$ cat config.mk
export PLATFORM = sky130hd
export DESIGN_NAME = sha256_msg_feeder
export DESIGN_NICKNAME = d
export VERILOG_FILES = /design/src/rtl/sha256_msg_feeder.sv
export SDC_FILE = /design/constraint.sdc
export NUM_CORES = 2
export LEC_CHECK = 0
export BUFFER_PORTS_ARGS = -buffer_cell sky130_fd_sc_hd__buf_2
export CAP_MARGIN = 15
export CORE_AREA = 2 2 406 408
export CTS_BUF_LIST = sky130_fd_sc_hd__clkbuf_8 sky130_fd_sc_hd__clkbuf_16
export DETAILED_ROUTE_END_ITERATION = 10
export DIE_AREA = 0 0 408 410
export SLEW_MARGIN = 20
export SYNTH_ARGS = -nofsm -noshare
export SYNTH_HDL_FRONTEND = slang
export SYNTH_SLANG_ARGS = --single-unit
$ cat constraint.sdc
create_clock -name clock -period 2.95 [get_ports clock]
set_input_delay 0.59 -clock clock [delete_from_list [all_inputs] [get_ports clock]]
set_output_delay 0.59 -clock clock [all_outputs]
set_load 0.01 [all_outputs]
$ cat src/rtl/sha256_msg_feeder.sv
// SHA-256 message front-end: pads a byte stream into 512-bit blocks and sequences the core.
// Optional length saturation/error flag enabled by defining SHA256_FEED_LEN_CHECK_EN.
module sha256_msg_feeder #(
  parameter int unsigned MAX_BYTES_W = 32
) (
  input  logic         clock,
  input  logic         reset,
  input  logic         in_valid,
  output logic         in_ready,
  input  logic [7:0]   in_data,
  input  logic         in_last,
  output logic         core_reset_n,
  output logic         core_start,
  output logic [511:0] core_block,
  input  logic         core_finish,
  input  logic [255:0] core_digest,
  output logic [255:0] digest,
  output logic         digest_valid
`ifdef SHA256_FEED_LEN_CHECK_EN
  ,
  output logic         len_err
`endif
);

  typedef enum logic [2:0] {StClear, StFill, StPad, StIssue, StWait, StDone} state_e;

  state_e                 state_q, state_d;
  logic [511:0]           block_q, block_d;
  logic [6:0]             off_q, off_d;
  logic [MAX_BYTES_W-1:0] cnt_q, cnt_d;
  logic                   need_marker_q, need_marker_d;
  logic                   need_len_q, need_len_d;
  logic                   final_q, final_d;
  logic                   in_ready_q, core_start_q, core_reset_n_q;
  logic [255:0]           digest_q, digest_d;
  logic                   digest_valid_q, digest_valid_d;
`ifdef SHA256_FEED_LEN_CHECK_EN
  logic                   len_err_q, len_err_d;
`endif

  logic [8:0]  byte_base;
  logic [6:0]  pad_off;
  logic [63:0] bit_len;

  // Byte k of the block sits at bits [8*(63-k) +: 8]; 63-k equals ~k for 6-bit k.
  assign byte_base = {~off_q[5:0], 3'b000};
  assign bit_len   = 64'(cnt_q) << 3;

  always_comb begin
    state_d        = state_q;
    block_d        = block_q;
    off_d          = off_q;
    cnt_d          = cnt_q;
    need_marker_d  = need_marker_q;
    need_len_d     = need_len_q;
    final_d        = final_q;
    digest_d       = digest_q;
    digest_valid_d = 1'b0;
    pad_off        = off_q;
`ifdef SHA256_FEED_LEN_CHECK_EN
    len_err_d      = len_err_q;
`endif

    unique case (state_q)
      StClear: begin
        block_d       = '0;
        off_d         = '0;
        cnt_d         = '0;
        need_marker_d = 1'b0;
        need_len_d    = 1'b0;
        final_d       = 1'b0;
`ifdef SHA256_FEED_LEN_CHECK_EN
        len_err_d     = 1'b0;
`endif
        state_d       = StFill;
      end
      StFill: begin
        if (in_valid && in_ready_q) begin
          block_d[byte_base +: 8] = in_data;
          off_d = off_q + 7'd1;
`ifdef SHA256_FEED_LEN_CHECK_EN
          if (cnt_q == {MAX_BYTES_W{1'b1}}) begin
            len_err_d = 1'b1;
          end else begin
            cnt_d = cnt_q + MAX_BYTES_W'(1);
          end
`else
          cnt_d = cnt_q + MAX_BYTES_W'(1);
`endif
          if (in_last) begin
            need_marker_d = 1'b1;
            need_len_d    = 1'b1;
            state_d       = (off_d < 7'd64) ? StPad : StIssue;
          end else if (off_d == 7'd64) begin
            state_d = StIssue;
          end
        end
      end
      StPad: begin
        if (need_marker_q) begin
          block_d[byte_base +: 8] = 8'h80;
          pad_off       = off_q + 7'd1;
          need_marker_d = 1'b0;
        end
        off_d = pad_off;
        // The length only fits if the marker left the last 8 bytes free.
        if (need_len_q && (pad_off <= 7'd56)) begin
          block_d[63:0] = bit_len;
          need_len_d    = 1'b0;
          final_d       = 1'b1;
        end
        state_d = StIssue;
      end
      StIssue: begin
        state_d = StWait;
      end
      StWait: begin
        if (core_finish) begin
          if (final_q) begin
            digest_d       = core_digest;
            digest_valid_d = 1'b1;
            state_d        = StDone;
          end else begin
            block_d = '0;
            off_d   = '0;
            state_d = (need_marker_q || need_len_q) ? StPad : StFill;
          end
        end
      end
      StDone: begin
        state_d = StClear;
      end
      default: begin
        state_d = StClear;
      end
    endcase
  end

  always_ff @(posedge clock) begin
    if (!reset) begin
      state_q        <= StClear;
      block_q        <= '0;
      off_q          <= '0;
      cnt_q          <= '0;
      need_marker_q  <= 1'b0;
      need_len_q     <= 1'b0;
      final_q        <= 1'b0;
      in_ready_q     <= 1'b0;
      core_start_q   <= 1'b0;
      core_reset_n_q <= 1'b0;
      digest_q       <= '0;
      digest_valid_q <= 1'b0;
`ifdef SHA256_FEED_LEN_CHECK_EN
      len_err_q      <= 1'b0;
`endif
    end else begin
      state_q        <= state_d;
      block_q        <= block_d;
      off_q          <= off_d;
      cnt_q          <= cnt_d;
      need_marker_q  <= need_marker_d;
      need_len_q     <= need_len_d;
      final_q        <= final_d;
      // Handshake outputs are registered from the upcoming state.
      in_ready_q     <= (state_d == StFill);
      core_start_q   <= (state_d == StIssue);
      core_reset_n_q <= (state_d != StClear);
      digest_q       <= digest_d;
      digest_valid_q <= digest_valid_d;
`ifdef SHA256_FEED_LEN_CHECK_EN
      len_err_q      <= len_err_d;
`endif
    end
  end

  assign in_ready     = in_ready_q;
  assign core_start   = core_start_q;
  assign core_reset_n = core_reset_n_q;
  assign core_block   = block_q;
  assign digest       = digest_q;
  assign digest_valid = digest_valid_q;
`ifdef SHA256_FEED_LEN_CHECK_EN
  assign len_err      = len_err_q;
`endif

endmodule

---- Word-level counts from Yosys, hierarchy flattened ----
Cells that the tools add are included.
word-level totals
  bits in registers ....................... 817
  input port bits ......................... 269
operators by class
  add/subtract/negate cells ............... 3
  magnitude comparators ................... 2
  equal/unequal tests ..................... 14
  shifts and indexed selects .............. 3
  muxes and demuxes ....................... 32
  bitwise logic cells ..................... 1
  reductions and logical operators ........ 20
operators with widths
  cell                                                                              count
  512-bit 2-to-1 mux                                                                4
  512-bit case mux with 4 select lines                                              1
  512-bit bitwise mux                                                               2
  8-bit by 11-bit variable shift with 512-bit output, first input constant          1
  8-bit by 11-bit indexed part select with 512-bit output                           1
  8-bit by 11-bit indexed part select with 512-bit output, first input constant     1
  64-bit 2-to-1 mux                                                                 1
  32-bit case mux with 2 select lines                                               1
  7-bit 2-to-1 mux                                                                  5
  32-bit by 1-bit adder with 32-bit output, second input constant                   1
  32-bit 2-to-1 mux                                                                 1
  7-bit case mux with 4 select lines                                                1
  3-bit 2-to-1 mux                                                                  5
  3-bit case mux with 5 select lines                                                1
  2-bit inequality test, second input constant                                      6
  9-bit negator with 11-bit output                                                  1
  5-bit AND reduction                                                               2
  3-bit by 2-bit == test with 1-bit output, second input constant                   3
  3-bit AND reduction                                                               3
  4-bit AND reduction                                                               2
  7-bit by 1-bit adder with 7-bit output, second input constant                     1
  7-bit == test, second input constant                                              1
  7-bit by 6-bit less-or-equal comparator with 1-bit output, second input constant  1
  7-bit less-than comparator, second input constant                                 1
  16 further kinds                                                                  28

---- Logic depth before layout (Yosys ltp) ----
  depth in word-level cells ............... 7
  gate-level depth with buffers ........... 11
  gate-level depth less buffers ........... 8

---- Least setup slack after synthesis ----
Ideal clock, no wire load.
  path type ............................... reg-to-reg
  start ................................... register off_q[0]
  end ..................................... register block_q[197], in the netlist core_block[197]
  library setup time ...................... 0.128 ns
  data arrival time ....................... 2.325 ns
  required time ........................... 2.822 ns
  setup slack ............................. 0.497 ns
  cell stages (with the launch flop) ...... 12
  buffers on the path ..................... 4
  period minus slack after synthesis ...... 2.453 ns
  cell sequence ........................... dfxtp_1 -> ha_1 -> buf_2 -> buf_2 -> nand3_1 -> mux2i_1 -> a31o_2 -> buf_2 -> buf_4 -> nor2_2 -> mux2i_1 -> nor2_1
between the ends
  word-level cells in the longest chain between the ends .. 6
  elaborated cells on any way between the ends .. 10
  classes of those cells .................. add/sub (1); shift (3); mux (5); bitwise (1)
ends and longest elaborated chain
  item                                                                             RTL line  source
  start: declaration                                                               29        logic [6:0] off_q, off_d;
  start signal: assignment                                                         143       off_q <= '0;
  start signal: assignment                                                         159       off_q <= off_d;
  6-bit inverter *                                                                 46        assign byte_base = {~off_q[5:0], 3'b000};
  9-bit negator with 11-bit output *                                               79, 101
  8-bit by 11-bit indexed part select with 512-bit output (tied with other cells)  101       block_d[byte_base +: 8] = 8'h80;
  512-bit bitwise mux, on equally long branches                                    101, 79
  512-bit 2-to-1 mux, on equally long branches                                     100, 78
  512-bit case mux with 4 select lines *                                           64        unique case (state_q)
  end signal: assignment                                                           158       block_q <= block_d;
  end: declaration                                                                 28        logic [511:0] block_q, block_d;
Every way passes the cells marked *; elsewhere a longest branch is shown, timed or not. The select of a mux whose other input is x is not followed.
A chain may end at the register's enable or synchronous reset.

---- Final worst setup path ----
  start ................................... register off_q[0]
  end ..................................... register block_q[317], in the netlist core_block[317]
Same word-level chain as after synthesis.

==> out/summary.txt <==
total routing usage reported by global routing - 20.9%
cell area after synthesis - 32,100 um2
worst rel slew slack - 36.6%
area growth from synthesis to final layout - 37.9%
maximum root-to-sink buffer count - 3
distinct cell type count after synthesis - 80
Hold WC Path Type - in -> reg
weighted congestion reported at the end of routability-driven placement - 0.895
clock skew after layout - 0.0328 ns
crit path max fanout - 9
result of the run - complete, no violations
largest net degree at the start of global routing - 93
detailed-route wire length - 182,000 um
source-to-sink clock delay at the later pin of the worst-skew pair - 0.72 ns
pwr/cell area - 574 nW/um2
length of the first detailed-routing pass in iterations - 5
sequential cell area - 16,400 um2
wire length of the first global-routing pass - 248,000 um
number of enable-type register cells in the synthesized netlist - 0
placement row count - 149
number of register bits inferred by synthesis - 817
initial drt markers - 2,466
cell with the most instances after synthesis - nand2_1
CTS HTree Levels - 3
depth of the most critical reg-to-reg path - 9
Hold Path Stages - 3
root buffer cell - clkbuf_16
nature of the critical path endpoint - register
type of origin of the critical path - register
r2r setup slk - 0.14 ns
leading register cell type out of synthesis - dfxtp_1
synthesized netlist net count - 4,045
RSZ-0062 raised after global routing - no
floorplan core area - 163,000 um2
Clk network pwr share - 49.7%
hold worst-path end - digest[105]
number of global-route vias before repair - 30,700
Mapped Cells - 3,774
power share of the combinational group - 6.8%
Sink Count - 817
number of vias after detailed routing - 32,300
Final period util - 95.4%
transition time of the tightest slew-check pin - 0.950 ns
clock tree from TritonCTS - done
Remaining Overflow, GRT - 0
layout cell share with drive strength beyond 1 - 30.7%
Reg power frac - 43.5%
origin of the worst setup path - off_q[0]
worst IR drop on VDD - 408 uV
internal portion of total power - 19.0 mW
Vias per Instance - 4.55
TritonCTS Buffers - 96
critical path start-end classification - reg -> reg
Top-Level Pins - 1,041
post-detailed-route wirelength per cell - 25.6 um
number of warning messages in the yosys log - 0
overall die height - 410 um
worst r2r dst - core_block[317]
Hold Fails Final Rpt - 0
number of nets in the final layout - 5,095
Critical Path RT - 3.56 ns
full die area - 167,000 um2
Final Core Density - 27.1%
Antenna Violating Nets Remaining - 0
Reg clk slew, reported paths - 0.06 ns
initial cell density of the core - 19.7%
switching part of the total - 25.2%
overall die width - 408 um
area share of the leading cell type in the synthesized netlist - 50.9%
most area-hungry cell type in the Yosys netlist - dfxtp_1
Worst Hold Margin - 0.115 ns
cells taking the most area after synthesis - dfxtp_1 (51%), nand2_1 (9.8%), a21boi_0 (7.5%)
DP HPWL - 142,000 um
Remaining DRCs - 0
arrival time at the worst endpoint - 3.42 ns
fin crit period - 2.81 ns
proportion of synthesized chip area in sequential cells - 50.9%
total setup buffers inserted after CTS - 0
static power due to leakage - 18.2 nW
Final Setup Violations - 0
share of synthesized registers carrying an async set or reset - 0%
count of buffers inserted at the top-level ports - 1,040
most frequent cells after synthesis - nand2_1 (840), dfxtp_1 (817), nor2_1 (340)
FMAX - 355 MHz
max-slew violation count - 0
net load switching power - 6.42 mW
antenna violations before repair - 71
setup total negative slack - 0 ns
average instance area after synthesis - 8.52 um2
number of maximum-capacitance violations - 0
Fillers - 17,800
area taken by multi-input logic gates - 14,800 um2
worst hold path startpoint - core_digest[105]
worst reg2reg path startpoint - off_q[0]
registers in the layout, indices dropped and copies added, names as in the netlist:
| name | flops |
|---|---|
| core_block | 512 |
| digest | 256 |
| cnt_q | 32 |
| off_q | 7 |
| state_q | 3 |
| core_reset_n | 1 |
| core_start | 1 |
| digest_valid | 1 |
| final_q | 1 |
| in_ready | 1 |
| need_len_q | 1 |
| need_marker_q | 1 |
worst max-delay path by stage:
stage                           end  slack, ns
floorplan           core_block[197]       0.50
global route         core_block[27]       0.01
global placement    core_block[419]      -0.44
detailed placement  core_block[152]       0.01
CTS                 core_block[339]       0.03
finish              core_block[317]       0.14
cells in the final DEF, fill, tap and decap left out, drive strengths merged, types with 4 or more instances in the layout:
cell type and n:
buf 1232, nand2 842, dfxtp 817, nor2 368, a21boi 325, a21oi 228
o21ai 185, mux2i 134, nand3 126, clkbuf 119, and3 61, o21a 55
nor3 50, inv 45, nor2b 36, a22oi 29, a32oi 26, diode 23
o22ai 19, o2bb2ai 17, o221a 17, xor2 16, or3 14, nand4 12
clkinv 12, xnor2 12, and2 11, bufinv 10, or2 10, nand2b 7
clkinvlp 6, o211ai 6, nor4 5, a21o 4, a211oi 4
per-layer routing:
metal  vias up  share of wire (%)  GRT usage (%)  routed length, um
met1     15600                 38           23.5              68500
met2      1394                 49           36.5              90000
met3       342                8.7           6.30              15800
met4        42                4.2           8.77               7730
li1      14900                  -              -                  -
met5         -               0.14              0                258
area by class of cell:
cell class              instances  share of cell area, %
diodes                         23                  0.130
clock buffers                 119                   6.21
clock inverters                50                   1.23
inverters                      23                  0.195
multi-input cells            2654                   33.3
flip-flops and latches        817                   36.9
well taps                    2189                   6.18
repair buffers               1232                   15.9
through the flow:
step	std cells	cell area, um2	power (mW)	setup WS, ns
3_3_place_gp	6913	40900	13.0	-0.441
2_1_floorplan	3774	32100	12.1	0.497
5_1_grt	7091	44300	26.3	0.0118
3_5_place_dp	6914	40900	13.0	0.0135
6_report	7107	44300	25.5	0.137
4_1_cts	7083	44200	25.8	0.0262
power by group through the flow:
stage                     logic [mW]  clock network [mW]  registers [mW]
after detailed placement        1.71                   0            11.3
after floorplan                0.776                   0            11.3
after CTS                       1.72                13.0            11.1
after global placement          1.70                   0            11.3
after global routing            1.83                13.4            11.1
final                           1.72                12.7            11.1
critical path, stage by stage (launching register included):
cell and delay (ns):
dfxtp_1 0.32, ha_1 0.23, buf_4 0.15, xor2_2 0.15
buf_4 0.16, nor3_1 0.53, buf_4 0.28, nand2_1 0.35
and3_1 0.34, o21a_1 0.17
cell families (layout without fill, tap and decap cells):
logic type	after synthesis	in the layout	share of synthesized area (%)
AO/OA/AOI/OAI	937	937	19.5
XOR/XNOR	28	28	0.810
adder cells (fa/ha/maj)	2	2	0.0779
buffers and inverters	304	1424	3.85
flip-flops	817	817	50.9
multiplexers	134	134	4.17
other	0	23	0
AND/OR/NAND/NOR	1552	1553	20.7
repair_timing:
item | in CTS | in global routing
setup endpoints to repair | 8 | 57
resized for setup | 1 | 6
cloned | 0 | 1
hold buffers | 0 | 0
Note: power is estimated with default switching activity, not from simulation.
